--- src/rtl/ff_bank_ctrl.sv ---
// Round-robin arbiter that gives four requesters turns at one shared D flip-flop
// register, sequencing each load/clear/preset through GRANT, APPLY and DONE.
module ff_bank_ctrl #(
    parameter int WIDTH = 8
) (
    input  logic               clk,
    input  logic               reset_n,
    input  logic [3:0]         req,
    input  logic [7:0]         op,
    input  logic [4*WIDTH-1:0] din,
    input  logic [WIDTH-1:0]   Q_in,
    output logic [3:0]         gnt,
    output logic [3:0]         ack,
    output logic [WIDTH-1:0]   ff_D,
    output logic               ff_en,
    output logic               ff_clear,
    output logic               ff_preset,
    output logic [WIDTH-1:0]   rdata,
    output logic               busy
);

    typedef enum logic [1:0] {IDLE, GRANT, APPLY, DONE} state_t;

    localparam logic [1:0] OP_LOAD   = 2'b00;
    localparam logic [1:0] OP_CLEAR  = 2'b01;
    localparam logic [1:0] OP_PRESET = 2'b10;

    state_t             state_q, state_d;
    logic [1:0]         ptr_q, ptr_d;
    logic [1:0]         win_q, win_d;
    logic [1:0]         op_q, op_d;
    logic [WIDTH-1:0]   ff_d_q, ff_d_d;
    logic [WIDTH-1:0]   rdata_q, rdata_d;
    logic [3:0]         gnt_q, gnt_d;
    logic [3:0]         ack_q, ack_d;
    logic               ff_en_q, ff_en_d;
    logic               ff_clear_q, ff_clear_d;
    logic               ff_preset_q, ff_preset_d;
    logic               busy_q, busy_d;

    logic               found;
    logic [1:0]         pick;
    logic [1:0]         idx;
    logic [1:0]         pick_op;
    logic [WIDTH-1:0]   pick_din;

    // First requesting index at or above ptr, wrapping modulo 4.
    always_comb begin
        found = 1'b0;
        pick  = '0;
        idx   = '0;
        for (int i = 0; i < 4; i++) begin
            idx = ptr_q + 2'(i);
            if (!found && req[idx]) begin
                found = 1'b1;
                pick  = idx;
            end
        end
    end

    always_comb begin
        pick_op  = '0;
        pick_din = '0;
        for (int i = 0; i < 4; i++) begin
            if (pick == 2'(i)) begin
                pick_op  = op[2*i +: 2];
                pick_din = din[WIDTH*i +: WIDTH];
            end
        end
    end

    // Outputs are decoded from the next state so every output comes straight off a flop.
    always_comb begin
        state_d = state_q;
        ptr_d   = ptr_q;
        win_d   = win_q;
        op_d    = op_q;
        ff_d_d  = ff_d_q;
        rdata_d = rdata_q;

        case (state_q)
            IDLE: begin
                if (found) begin
                    state_d = GRANT;
                    win_d   = pick;
                    op_d    = pick_op;
                    ff_d_d  = pick_din;
                    ptr_d   = pick + 2'd1;
                end
            end
            GRANT:   state_d = APPLY;
            APPLY:   state_d = DONE;
            DONE: begin
                state_d = IDLE;
                rdata_d = Q_in;
            end
            default: state_d = IDLE;
        endcase

        busy_d      = (state_d != IDLE);
        gnt_d       = busy_d ? (4'b0001 << win_d) : 4'b0000;
        ack_d       = (state_d == DONE) ? (4'b0001 << win_d) : 4'b0000;
        ff_en_d     = (state_d == APPLY) && (op_d == OP_LOAD);
        ff_clear_d  = (state_d == APPLY) && (op_d == OP_CLEAR);
        ff_preset_d = (state_d == APPLY) && (op_d == OP_PRESET);
    end

    always_ff @(posedge clk or negedge reset_n) begin
        if (!reset_n) begin
            state_q     <= IDLE;
            ptr_q       <= '0;
            win_q       <= '0;
            op_q        <= '0;
            ff_d_q      <= '0;
            rdata_q     <= '0;
            gnt_q       <= '0;
            ack_q       <= '0;
            ff_en_q     <= 1'b0;
            ff_clear_q  <= 1'b0;
            ff_preset_q <= 1'b0;
            busy_q      <= 1'b0;
        end else begin
            state_q     <= state_d;
            ptr_q       <= ptr_d;
            win_q       <= win_d;
            op_q        <= op_d;
            ff_d_q      <= ff_d_d;
            rdata_q     <= rdata_d;
            gnt_q       <= gnt_d;
            ack_q       <= ack_d;
            ff_en_q     <= ff_en_d;
            ff_clear_q  <= ff_clear_d;
            ff_preset_q <= ff_preset_d;
            busy_q      <= busy_d;
        end
    end

    assign gnt       = gnt_q;
    assign ack       = ack_q;
    assign ff_D      = ff_d_q;
    assign ff_en     = ff_en_q;
    assign ff_clear  = ff_clear_q;
    assign ff_preset = ff_preset_q;
    assign rdata     = rdata_q;
    assign busy      = busy_q;

endmodule

--- config.mk ---
export PLATFORM = sky130hd
export DESIGN_NAME = ff_bank_ctrl
export DESIGN_NICKNAME = d
export VERILOG_FILES = /design/src/rtl/ff_bank_ctrl.sv
export SDC_FILE = /design/constraint.sdc
export NUM_CORES = 1
export LEC_CHECK = 0
export ABC_CLOCK_PERIOD_IN_PS = 2300
export BUFFER_PORTS_ARGS = -buffer_cell sky130_fd_sc_hd__buf_2
export CAP_MARGIN = 20
export CORE_ASPECT_RATIO = 1.75
export CORE_MARGIN = 2
export CORE_UTILIZATION = 42
export DETAILED_ROUTE_END_ITERATION = 10
export PLACE_DENSITY = 0.81
export SETUP_SLACK_MARGIN = 0.4
export SYNTH_ARGS = -nofsm -noshare
export SYNTH_HDL_FRONTEND = slang
export SYNTH_SLANG_ARGS = --single-unit
--- constraint.sdc ---
create_clock -name clk -period 2.3 [get_ports clk]
set_input_delay 0.115 -clock clk [delete_from_list [all_inputs] [get_ports clk]]
set_output_delay 0.115 -clock clk [all_outputs]
set_load 0.01 [all_outputs]
==> impl_metrics.json <==
{
  "status": "finished, final reports clean",
  "finalMaxSlewViolations": 0,
  "worstHoldPathType": "in -> reg",
  "worstMarginPinSlew_ns": 0.906,
  "min_delay_path_depth": 2,
  "rows": 31,
  "die_w_um": 53.7,
  "drive_gt1_share_pct": 55.8,
  "fin_nets": 330,
  "pin_count": 82,
  "ir_drop_mv": 0.948,
  "cts_tree": "built",
  "fillCellCount": 334,
  "cp_max_fo": 5,
  "finalCritPeriodShare_pct": 98.8,
  "antenna_cells": 0,
  "routedWlPerCell_um": 15.5,
  "num_vias": 1715,
  "rsz0062_at_grt": "yes",
  "cap_violations": 0,
  "cp-start-kind": "flop",
  "required_ns": 2.48,
  "crit_chain": "buf_6 -> nand2_1 -> a31o_4 -> or3_4 -> ha_4 -> a221o_1 -> a21oi_2 -> and3b_1",
  "grt_pass1_wl_mm": 7.54,
  "area_growth_syn_to_layout_pct": 50.4,
  "drc": 0,
  "grt-ovfl-total": 0,
  "hold_viol": 0,
  "cts_made_buffers": 5,
  "die_y_um": 91.0,
  "crit_path_max_incr_delay_ns": 0.42,
  "startpoint": "ptr_q[1]",
  "syn_inst": 170,
  "leakage_nw": 1.38,
  "hpwl_mm": 3.52,
  "critPathSlowestCell": "dfrtp_1",
  "fp.dieArea_um2": 4890,
  "start_util_pct": 43.8,
  "drt_first_pass_iters": 4,
  "hold_slack_ns": 0.0536,
  "drt_wl_total_mm": 4.94,
  "yosysUniqueCellTypes": 37,
  "final_common_cell": "buf_2",
  "final.min_clock_period_ns": 2.27,
  "syn-num-nets": 232,
  "ant_nets": 0,
  "avgSynthCellArea_um2": 10.7,
  "min_from": "Q_in[2]",
  "final_cell_mix": "buf_2 (81), dfrtp_1 (35), buf_4 (17), inv_1 (15), a21oi_1 (13)",
  "grt_pass1_vias": 1724,
  "cts-root-buf": "clkbuf_8",
  "io_buffers": 81,
  "clk_pin_slew_worst_paths_ns": 0.07,
  "ctsLongestPathBuffers": 2,
  "maxSlewHeadroom_pct": 39.0,
  "grt_usage_pct": 21.3,
  "design_area_um2": 2730,
  "insertion_delay_ns": 0.29,
  "gp_congestion": 0.825,
  "powerDensity_nw_per_um2": 1480,
  "tns_ns": 0,
  "syn_area_um2": 1820,
  "reg2reg_depth": 8,
  "cts.sink_count": 36,
  "ys_warn_count": 0,
  "critPathKind": "reg -> reg",
  "antenna_found_initial": 0,
  "ys_ff_latch": 36,
  "h-tree-depth": 2,
  "drt_first_iter_violations": 17,
  "dp.cells": 299,
  "setup_ws_ns": 0.0282,
  "rr_startpoint": "ptr_q[1]",
  "layout.cells.non_filler": 318,
  "core_area_um2": 4150,
  "vias_per_cell": 5.39,
  "grt_max_degree": 37,
  "postPlaceCellArea_um2": 2360,
  "finalSetupViolCount": 0,
  "synth_seq_area_share_pct": 49.6,
  "fmax_mhz": 440,
  "cp.arrival_ns": 2.45,
  "pre_cts_slack_ns": -0.160,
  "clock_skew_ns": 0.00744,
  "end_kind": "flop"
}
-- through the flow --
| stage | utilization (%) | power [mW] |
|---|---|---|
| after floorplan | - | 2.34 |
| after global placement | 56.9 | 2.83 |
| after detailed placement | 56.9 | 2.89 |
| after CTS | 63.4 | 3.87 |
| after global routing | 65.9 | 4.32 |
| final | 65.9 | 4.04 |
-- path summary, 6_finish.rpt --
kind / slack [ns] / end
setup / recovery: 0.03 / ff_en
min in group asynchronous: 0.46 / rdata[5]
hold reg to reg: 0.51 / rdata[5]
max in group asynchronous: 1.29 / ptr_q[0]
hold / removal: 0.05 / rdata[2]
setup reg to reg: 0.03 / ff_en
-- cells in the mapped netlist --
| cell type | instances | share of area (%) |
|---|---|---|
| nor3b_2 | 1 | 0.69 |
| a221o_1 | 1 | 0.55 |
| or3_2 | 1 | 0.41 |
| nand3b_1 | 2 | 0.83 |
| a21oi_2 | 1 | 0.48 |
| nor4_1 | 1 | 0.34 |
| o41ai_4 | 1 | 1.5 |
| o41a_1 | 2 | 1.2 |
| o21ai_1 | 1 | 0.28 |
| nor2_1 | 11 | 2.3 |
| ha_1 | 8 | 5.5 |
| buf_2 | 4 | 1.1 |
| o31ai_4 | 1 | 1.2 |
| o21ai_0 | 2 | 0.55 |
| nor3b_1 | 2 | 0.83 |
| or3_1 | 1 | 0.34 |
| inv_2 | 1 | 0.21 |
| a31o_1 | 1 | 0.48 |
| nor3_1 | 5 | 1.4 |
| a21oi_1 | 20 | 5.5 |
| nand2b_1 | 2 | 0.69 |
| and3_1 | 3 | 1.0 |
| o211a_1 | 1 | 0.55 |
| a221oi_1 | 9 | 4.3 |
| nand2_1 | 8 | 1.7 |
| a211o_1 | 8 | 3.9 |
| and3b_1 | 1 | 0.48 |
| o22ai_2 | 1 | 0.69 |
| inv_1 | 16 | 3.3 |
| dfrtp_1 | 36 | 50 |
| clkbuf_1 | 5 | 1.0 |
| a31oi_1 | 1 | 0.34 |
| o32a_1 | 1 | 0.55 |
| nor2b_1 | 1 | 0.34 |
| a31o_2 | 1 | 0.48 |
| nand4b_1 | 1 | 0.48 |
| mux2_2 | 8 | 5.0 |
-- report_power, final --
part / switching [mW] / internal (mW)
Sequential: 0.147 / 0.933
Clock: 0.234 / 0.542
Combinational: 1.12 / 1.06
Total: 1.51 / 2.54
-- sequential cells by signal, summed over array words and instances (netlist names) --
register   cells
ack            4
busy           1
ff_D           8
ff_clear       1
ff_en          1
ff_preset      1
gnt            4
op_q           2
ptr_q          2
rdata          8
state_q        2
win_q          2
-- layer usage --
layer	vias to the layer above	wire length [um]	GRT usage, %
met5	-	0	0
li1	811	-	-
met4	0	153	11.8
met2	52	2840	37.6
met3	14	239	4.61
met1	838	1710	21.5
-- critical path, delay by kind of cell (launching register included) --
kind	cells	cell delay [ns]
AO/OA/AOI/OAI	3	0.79
adder cells (fa/ha/maj)	1	0.19
buffers and inverters	1	0.13
flip-flops	1	0.42
AND/OR/NAND/NOR	3	0.62
-- layout make-up --
type,count,area (um2),share of cell area [%]
Inverter,17,63.8,2.33
Sequential cell,36,902,33.0
Clock buffer,5,68.8,2.52
Timing Repair Buffer,100,554,20.3
Multi-Input combinational cell,108,993,36.3
Tap cell,49,61.3,2.24
Clock inverter,3,90.1,3.30
-- kinds of logic (layout without fill, tap and decap cells) --
| group | after synthesis | count (layout) | synth area share (%) |
|---|---|---|---|
| flip-flops | 36 | 36 | 49.6 |
| AND/OR/NAND/NOR | 40 | 40 | 11.8 |
| buffers and inverters | 26 | 125 | 5.64 |
| multiplexers | 8 | 8 | 4.96 |
| AO/OA/AOI/OAI | 52 | 52 | 22.6 |
| adder cells (fa/ha/maj) | 8 | 8 | 5.51 |
-- repair_timing --
action / 4_1_cts / 5_1_grt
buffers inserted: 8 / 2
gates resized for setup: 10 / 17
endpoints found under the hold margin: 36 / 0
pin swaps: 6 / 3
setup endpoints to repair: 15 / 17
hold buffers: 1 / 0
No activity file was read; power rests on OpenSTA's default activity.
